File: src/rtl/alu_issue.sv
// Single-issue execute controller feeding the Cpu16 alu: register-file operand read,
// one-cycle ALU drive, registered result capture and writeback every 3 clocks.
`ifndef ALU_OPID_WIDTH
`define ALU_OPID_WIDTH 4
`endif
`ifndef ALU_OP_ADD
`define ALU_OP_ADD  4'd0
`endif
`ifndef ALU_OP_ADC
`define ALU_OP_ADC  4'd1
`endif
`ifndef ALU_OP_SUB
`define ALU_OP_SUB  4'd2
`endif
`ifndef ALU_OP_SBC
`define ALU_OP_SBC  4'd3
`endif
`ifndef ALU_OP_TEST
`define ALU_OP_TEST 4'd4
`endif
`ifndef ALU_OP_NOT
`define ALU_OP_NOT  4'd5
`endif
`ifndef ALU_OP_NEG
`define ALU_OP_NEG  4'd6
`endif
`ifndef ALU_OP_SHL
`define ALU_OP_SHL  4'd7
`endif
`ifndef ALU_OP_SHR
`define ALU_OP_SHR  4'd8
`endif
`ifndef ALU_OP_NOP
`define ALU_OP_NOP  4'hF
`endif

module alu_issue #(
  parameter int unsigned BITS    = 16,
  parameter int unsigned REGS    = 16,
  parameter bit          R0_ZERO = 1'b1
) (
  input  logic                       clk,
  input  logic                       reset,
  input  logic                       instr_valid,
  output logic                       instr_ready,
  input  logic [`ALU_OPID_WIDTH-1:0] instr_op,
  input  logic [$clog2(REGS)-1:0]    instr_rd,
  input  logic [$clog2(REGS)-1:0]    instr_rs1,
  input  logic [$clog2(REGS)-1:0]    instr_rs2,
  input  logic [BITS-1:0]            instr_imm,
  input  logic                       instr_use_imm,
  input  logic                       instr_no_wb,
  output logic [`ALU_OPID_WIDTH-1:0] alu_op_id,
  output logic [BITS-1:0]            alu_op1,
  output logic [BITS-1:0]            alu_op2,
  input  logic [BITS-1:0]            alu_out,
  input  logic                       alu_z,
  input  logic                       alu_c,
  output logic                       wb_valid,
  output logic [$clog2(REGS)-1:0]    wb_rd,
  output logic [BITS-1:0]            wb_data,
  output logic                       flag_z,
  output logic                       flag_c,
  input  logic [$clog2(REGS)-1:0]    dbg_addr,
  output logic [BITS-1:0]            dbg_data
);

  localparam int unsigned AW = $clog2(REGS);

  typedef enum logic [1:0] {S_IDLE, S_EXEC, S_WB} state_t;

  state_t          r_state;
  state_t          w_next_state;
  logic [BITS-1:0] r_regs [REGS];
  logic [AW-1:0]   r_rd;
  logic            r_no_wb;
  logic            w_accept;
  logic            w_wb_we;
  logic [BITS-1:0] w_rs1_val;
  logic [BITS-1:0] w_rs2_val;

  // Next-state and strobe decode
  always_comb begin
    w_next_state = r_state;
    w_accept     = 1'b0;
    w_wb_we      = 1'b0;
    case (r_state)
      S_IDLE: begin
        if (instr_valid) begin
          w_accept     = 1'b1;
          w_next_state = S_EXEC;
        end
      end
      S_EXEC: w_next_state = S_WB;
      S_WB: begin
        w_next_state = S_IDLE;
        w_wb_we      = !r_no_wb && !(R0_ZERO && (r_rd == '0));
      end
      default: w_next_state = S_IDLE;
    endcase
  end

  assign w_rs1_val = (R0_ZERO && (instr_rs1 == '0)) ? '0 : r_regs[instr_rs1];
  assign w_rs2_val = (R0_ZERO && (instr_rs2 == '0)) ? '0 : r_regs[instr_rs2];

  // State, ALU drive, handshake and flag registers
  always_ff @(posedge clk or posedge reset) begin
    if (reset) begin
      r_state     <= S_IDLE;
      instr_ready <= 1'b1;
      wb_valid    <= 1'b0;
      alu_op_id   <= `ALU_OP_NOP;
      alu_op1     <= '0;
      alu_op2     <= '0;
      r_rd        <= '0;
      r_no_wb     <= 1'b0;
      flag_z      <= 1'b0;
      flag_c      <= 1'b0;
    end else begin
      r_state     <= w_next_state;
      instr_ready <= (w_next_state == S_IDLE);
      wb_valid    <= (w_next_state == S_WB);
      if (w_accept) begin
        alu_op_id <= instr_op;
        alu_op1   <= w_rs1_val;
        alu_op2   <= instr_use_imm ? instr_imm : w_rs2_val;
        r_rd      <= instr_rd;
        r_no_wb   <= instr_no_wb;
      end
      // ALU has registered its result by the end of EXEC; park it on NOP
      if (r_state == S_EXEC) begin
        alu_op_id <= `ALU_OP_NOP;
      end
      if (r_state == S_WB) begin
        flag_z <= alu_z;
        flag_c <= alu_c;
      end
    end
  end

  // Register file, written on the edge that ends WB
  always_ff @(posedge clk or posedge reset) begin
    if (reset) begin
      for (int i = 0; i < int'(REGS); i++) begin
        r_regs[i] <= '0;
      end
    end else if (w_wb_we) begin
      r_regs[r_rd] <= alu_out;
    end
  end

  // The ALU result register is the writeback data source
  assign wb_rd    = r_rd;
  assign wb_data  = alu_out;
  assign dbg_data = (R0_ZERO && (dbg_addr == '0)) ? '0 : r_regs[dbg_addr];

endmodule

File: config.mk
export PLATFORM = sky130hd
export DESIGN_NAME = alu_issue
export DESIGN_NICKNAME = d
export VERILOG_FILES = /design/src/rtl/alu_issue.sv
export SDC_FILE = /design/constraint.sdc
export NUM_CORES = 1
export LEC_CHECK = 0
export CAP_MARGIN = 20
export CORE_MARGIN = 2
export CORE_UTILIZATION = 38
export CTS_CLUSTER_SIZE = 12
export DETAILED_ROUTE_END_ITERATION = 8
export PLACE_DENSITY_LB_ADDON = 0.05
export RECOVER_POWER = 100
export SYNTH_ARGS = -nofsm -noshare
export SYNTH_HDL_FRONTEND = slang
export SYNTH_SLANG_ARGS = --single-unit
export TNS_END_PERCENT = 5
File: constraint.sdc
create_clock -name clk -period 19.6 [get_ports clk]
set_input_delay 3.92 -clock clk [delete_from_list [all_inputs] [get_ports clk]]
set_output_delay 3.92 -clock clk [all_outputs]
set_load 0.02 [all_outputs]
* Word level (Yosys, flattened, before mapping)
Cells that the tools add are included.
** Cells by class
- Reduce and logical (&&, ||, !) cells :: 11
- Muxes and demuxes :: 23
- Order comparisons :: 5
- Bitwise gates (word level) :: 4
- Equality and inequality tests :: 3
** Operators by type and width (count)
- $bwmux W256 :: 1
- $bmux W16 S4 :: 3
- $mux W16 :: 11
- $demux W16 S4 :: 1
- $ge A5 B5 Y1 const B :: 4
- $not A4 Y5 :: 4
- $logic_not A4 Y1 :: 4
- $mux W4 :: 2
- $lt A5 B1 Y1 const B :: 1
- $eq A2 B2 Y1 const B :: 2
- $logic_not A2 Y1 :: 2
- $pmux W2 S2 :: 1
- $mux W1 :: 3
- $eq A2 B1 Y1 const B :: 1
- $logic_and A1 B1 Y1 :: 2
- $logic_not A1 Y1 :: 2
- $mux W2 :: 1
- $reduce_bool A2 Y1 :: 1
** Storage, ports and cells
- Output and inout bits :: 76
- Flip-flop bits (word level) :: 303
- Bits of input ports :: 59

* Longest topological paths before layout
Gate-level depths: netlist (run 1).
- Word-level depth :: 6
- Depth in mapped cells :: 7

* Worst setup path after synthesis (run 1)
OpenSTA, ideal clock, no wires.
- Path type :: input to output
- Start point :: input port dbg_addr[2]
- End point :: output port dbg_data[11]
- Path buffers :: 3
- Cell stages on the path :: 6
- Setup slack :: 10.182 ns
- Data arrival time :: 5.498 ns
- Path through :: buf_2 buf_2 clkbuf_1 mux4_2 mux2i_1 a21oi_1
** Between the ends
- Cells in the longest elaborated chain, start to end :: 5
- Elaborated cells on any way between the ends :: 6
- Classes of those cells :: mux (4); bitwise (1); reduce/logical (1)
** Ends and longest elaborated chain
- from (decl) :: line 64 : input logic [$clog2(REGS)-1:0] dbg_addr,
- $not A4 Y5 (implied by the code) :: line 155 : assign dbg_data = (R0_ZERO && (dbg_addr == '0)) ? '0 : r_regs[dbg_addr];
- $bmux W16 S4 :: line 155
- $mux W16 (implied by the code) (2 in a row) :: line 155
- $mux W16 * :: line 155
- to (decl) :: line 65 : output logic [BITS-1:0] dbg_data
Mark *: on every way between the ends. The rest lies on a longest branch, timed or not. The select of a mux whose other input is x is not followed.

* Worst setup path in the final report (run 1)
- Start point :: input port dbg_addr[1]
- End point :: output port dbg_data[6]
The elaborated chain is that of the path after synthesis.

==> results of run 1 <==
[cells by family (layout without fill, tap and decap cells)]
logic type | after synthesis | in the layout | synth area share [%]
and+or+nand+nor | 122 | 122 | 4.22
DFF | 303 | 303 | 43.9
other | 0 | 1 | 0
muxes | 496 | 496 | 41.9
buffers and inverters | 150 | 236 | 4.12
AOI/OAI and AO/OA | 145 | 145 | 5.95
[per-layer routing]
metal / GRT usage, % / routed length (um) / up-vias
met5: 0 / 0 / -
met4: 7.69 / 1520 / 0
met3: 3.84 / 2680 / 83
met2: 40.7 / 28200 / 331
met1: 35.3 / 26100 / 6299
li1: - / - / 4855
[synth_stat cells, drive strengths merged (16+ instances only)]
master	n	area, sq um
mux2i	53	531
mux2	290	3270
clkbuf	80	300
dfrtp	298	7460
buf	66	398
mux4	153	3450
a32oi	16	140
o21ai	36	180
a21oi	36	180
nand2	35	131
nand2b	36	233
a221o	32	320
[report_power, final]
part | switching [W] | internal [W]
registers | 0.000190 | 0.000819
clock network | 0.000283 | 0.000426
logic | 0.000286 | 0.000435
[worst max-delay path, delay by kind of cell]
kind / cells / cell delay, ns
buffers and inverters: 3 / 3.78
AO/OA/AOI/OAI: 2 / 0.53
multiplexers: 1 / 0.71
AND/OR/NAND/NOR: 1 / 0.12
[area by class of cell]
| type | instances | area share (%) |
|---|---|---|
| inverters | 4 | 0.0808 |
| clock buffers | 62 | 5.89 |
| clock inverters | 7 | 0.317 |
| multi-input cells | 763 | 44.8 |
| flip-flops and latches | 303 | 37.7 |
| well taps | 600 | 3.73 |
| repair buffers | 163 | 7.45 |
| diodes | 1 | 0.0124 |
[flip-flops by register name, indices dropped and copies added, names as in the netlist]
register / count
r_regs: 256
r_no_wb: 1
alu_op1: 16
r_state: 2
flag_c: 1
alu_op_id: 4
alu_op2: 16
instr_ready: 1
wb_rd: 4
flag_z: 1
wb_valid: 1
[worst paths after layout]
check	startpoint	end	slack (ns)	cells past startpoint
min reg2reg	r_regs[248]	r_regs[248]	0.37	0
min	r_regs[248]	r_regs[248]	0.37	0
max	dbg_addr[1]	dbg_data[6]	6.58	7
max in group asynchronous	reset	alu_op1[5]	8.79	3
max reg2reg	r_state[1]	alu_op2[8]	16.63	6
min in group asynchronous	reset	r_regs[220]	5.65	2
[stage by stage]
stage	instance area [sq um]	cells	utilization (%)	setup slack, ns
global route	20100	1902	44.5	6.34
floorplan	17300	1216	-	7.31
detailed placement	18900	1833	41.9	8.84
finish	20100	1903	44.5	6.58
CTS	20200	1902	44.6	8.84
global placement	18900	1833	41.9	8.83
==> results_dict.tcl, run 1 <==
set metrics [dict create \
    status "finished with violations" \
    failed_checks "capacitance limit, slew limit" \
    critPathRequiredTime_ns 15.68 \
    postCtsSetupBuffers 0 \
    area_growth_syn_to_layout_pct 16.3 \
    rsz0062_at_grt "false" \
    start_util_pct 38.3 \
    grt_usage_pct 25.2 \
    final.setup.tns_ns 0 \
    crit_chain "buf_2, clkbuf_1, mux4_2, nand2b_1, a21oi_1, a21oi_1, dlygate4sd3_1" \
    coreArea_sq_um 45200 \
    ir_worst_vdd_mv 0.0528 \
    overflow 0 \
    layout_common_cells "dfrtp_1, mux2_2, mux4_2, dlygate4sd3_1, mux2i_1" \
    final_common_cell "dfrtp_1" \
    rows 78 \
    postSynthAreaPerCell_sq_um 14.2 \
    synth_ff_type "dfrtp_1" \
    dp_hpwl_mm 34.2 \
    synthesis.nets 1275 \
    min_period_over_period_pct 66.4 \
    grt_antenna_before_repair 1 \
    place.gp.congestion 0.767 \
    die_h_um 217 \
    drtIter0Drc 796 \
    nets 1333 \
    end_kind "primary output" \
    crit_arrival_ns 9.10 \
    holdBufCountCts 0 \
    die_w_um 217 \
    io_buffer_count 134 \
    synth-edff-count 0 \
    routedWlPerCell_um 30.7 \
    yosysSeqAreaShare_pct 43.9 \
    multi_input_area_sq_um 9020 \
    register_area_sq_um 7590 \
    drcViolationCount 0 \
    worstMarginPinSlew_ns 5.92 \
    synthArstFlopShare_pct 100 \
    period_minus_slack_ns 13.02 \
    fmax_mhz 76.8 \
    h-tree-depth 2 \
    cts-root-buf "clkbuf_16" \
    pin_count 135 \
    synth_area_sq_um 17300 \
    cts_resized 0 \
    slew_violations 474 \
    maxSlewHeadroom_pct -297 \
    hp-class "reg -> reg" \
    grt_start_max_net_pins 127 \
    p_leak_nw 8.34 \
    fill_cells 4112 \
    grt_pass1_vias 11900 \
    clk_pin_slew_worst_paths_ns 0.05 \
    critPathLaunchType "input pin" \
    die_area_sq_um 47300 \
    fin_worst_skew_ns 0.0185 \
    drt-total-wl_mm 58.4 \
    path_common_cell "a21oi_1" \
    cap_violations 9 \
    final-setup-viol-count 0 \
    yosysWarningCount 0 \
    critical-path-max-stage-delay_ns 2.92 \
    grt_pass1_wl_mm 86.0 \
    power.density_nw_per_um2 121 \
    crit_fanout 48 \
    slowest_stage "clkbuf_1" \
    timing.hold.ws_ns 0.372 \
    clkSinkCount 303 \
    setup.worst_path.class "in -> out" \
    vias 11600 \
    hold_viol_final 0 \
    syn_inst 1216 \
    drive_above_1_share_pct 41.6 \
    ys_seq_elements 303 \
    clk_latency_ns 0.56 \
    dr.pass1.iters 5 \
    finalPower_w 0.00244 \
    ys_types 43 \
    via_per_inst 6.08 \
    final_antenna_net_count 0 \
    cts_tree "built" \
    clockBufferDepth 3 \
    numCtsBuffers 39 \
]
Power figures use the tool's default switching activity.
==> run 2, diff against run 1 <==
==> constraint.sdc (replaced) <==
create_clock -name clk -period 13.43 [get_ports clk]
set_input_delay 2.686 -clock clk [delete_from_list [all_inputs] [get_ports clk]]
set_output_delay 2.686 -clock clk [all_outputs]
set_load 0.02 [all_outputs]
==> run 2 against run 1 <==
  * The flow still finishes with violations (capacitance limit, slew limit)
  * Register-to-register slack worse by 8.4 ns
  * Clock power is 36% higher
  * Flip-flop and latch count stayed put
  * Sequential share of layout area is 0.26 points higher
  * Clock skew is 0.0048 ns higher
  * Critical path type unchanged
  * Largest power group unchanged
==> results_dict.tcl, run 2 (same netlist as run 1, synthesis figures left out) <==
set metrics [dict create \
    cts_tree "built" \
    regToRegStartpoint "r_state[1]" \
    cts-root-buf "clkbuf_16" \
    start_util_pct 38.3 \
    cap_violations 8 \
    hp-class "reg -> reg" \
    p_leak_nw 8.28 \
    hold_viol_final 0 \
    rr_endpoint "alu_op2[3]" \
    fin_worst_skew_ns 0.0233 \
    maxSlewHeadroom_pct -294 \
    holdPathEnd "r_regs[248]" \
    pin_count 135 \
    layout_common_cells "dfrtp_1, mux2_2, mux4_2, dlygate4sd3_1, mux2i_1" \
    fill_cells 4091 \
    vias 11500 \
    drtIter0Drc 826 \
    dp_hpwl_mm 34.3 \
    grt_pass1_wl_mm 86.1 \
    die_w_um 217 \
    critPathLaunchType "input pin" \
    clk_latency_ns 0.57 \
    dr.pass1.iters 5 \
    min_period_over_period_pct 75.8 \
    crit_arrival_ns 7.49 \
    h-tree-depth 2 \
    numCtsBuffers 37 \
    grt_usage_pct 25.3 \
    postLayoutCoreUtil_pct 44.2 \
    final-setup-viol-count 0 \
    status "finished with violations" \
    regMostFlops "r_regs" \
    power.density_nw_per_um2 175 \
    die_area_sq_um 47300 \
    largest_reg_flops 256 \
    worstMarginPinSlew_ns 5.87 \
    grt_start_max_net_pins 127 \
    diodes 0 \
    place.gp.congestion 0.767 \
    routedWlPerCell_um 30.7 \
    coreArea_sq_um 45200 \
    critPathRequiredTime_ns 10.74 \
    io_buffer_count 134 \
    failed_checks "capacitance limit, slew limit" \
    fmax_mhz 98.3 \
    reg_top3 "r_regs x256, alu_op1 x16, alu_op2 x16" \
    overflow 0 \
    clkSinkCount 303 \
    rows 78 \
    final_antenna_net_count 0 \
    reg2reg_depth 6 \
    drt-total-wl_mm 58.1 \
    drcViolationCount 0 \
    via_per_inst 6.08 \
    slew_violations 376 \
    clk_pin_slew_worst_paths_ns 0.05 \
    die_h_um 217 \
    clockBufferDepth 3 \
    crit_fanout 25 \
    postCtsSetupBuffers 0 \
    final_common_cell "dfrtp_1" \
    drive_above_1_share_pct 41.3 \
    ir_worst_vdd_mv 0.0735 \
    end_kind "primary output" \
    final.setup.tns_ns 0 \
    period_minus_slack_ns 10.18 \
    nets 1331 \
    holdBufCountCts 0 \
    grt_antenna_before_repair 2 \
    min-delay-start "r_regs[248]" \
    rsz0062_at_grt "false" \
    grt_pass1_vias 12200 \
    area_growth_syn_to_layout_pct 15.5 \
    startpoint "dbg_addr[1]" \
    cts_resized 0 \
    timing.hold.ws_ns 0.373 \
    r2r_slack_ns 8.28 \
    multi_input_area_sq_um 9000 \
    hold_depth 0 \
    setup.worst_path.class "in -> out" \
    register_area_sq_um 7590 \
]
-- run 2: per-layer routing --
layer  up-vias  GRT usage (%)  part of all wire (%)  routed length (um)
met3       110           4.10                   4.6                2690
met4         0           8.86                   3.3                1900
met5         -              0                     0                   0
li1       4835              -                     -                   -
met2       303           40.6                    48               27800
met1      6259           34.7                    44               25700
-- run 2: cell type report --
cell class	count	share of cell area [%]
Multi-Input combinational cell	763	45.1
Inverter	4	0.0814
Clock buffer	54	5.45
Clock inverter	7	0.213
Sequential cell	303	38.0
Timing Repair Buffer	163	7.48
Tap cell	600	3.76
-- run 2: worst max-delay path by stage --
stage | end
floorplan | alu_op1[0]
global placement | dbg_data[6]
detailed placement | dbg_data[6]
CTS | dbg_data[6]
global route | r_regs[6]
finish | dbg_data[5]
-- run 2: metrics by stage --
step                setup WS, ns  total power (W)  area [sq um]  std cells
floorplan                   2.38          0.00218         17300       1216
finish                      3.25          0.00349         20000       1894
detailed placement          5.11          0.00256         18900       1833
global route                2.81          0.00367         20000       1894
global placement            5.09          0.00255         18900       1833
CTS                         5.10          0.00354         20000       1894
-- run 2: power by group --
| part | internal (W) | switching (W) | leakage [nW] |
|---|---|---|---|
| registers | 0.00120 | 0.000279 | 3.80 |
| logic | 0.000633 | 0.000418 | 3.92 |
| clock network | 0.000559 | 0.000405 | 0.565 |
-- run 2: worst max-delay path, cell delays in order --
cell           delay [ns]
clkbuf_1             1.51
clkbuf_1             1.51
mux2_2               0.45
a221o_1              0.29
a21oi_1              0.21
a21oi_1              0.09
dlygate4sd3_1        0.70
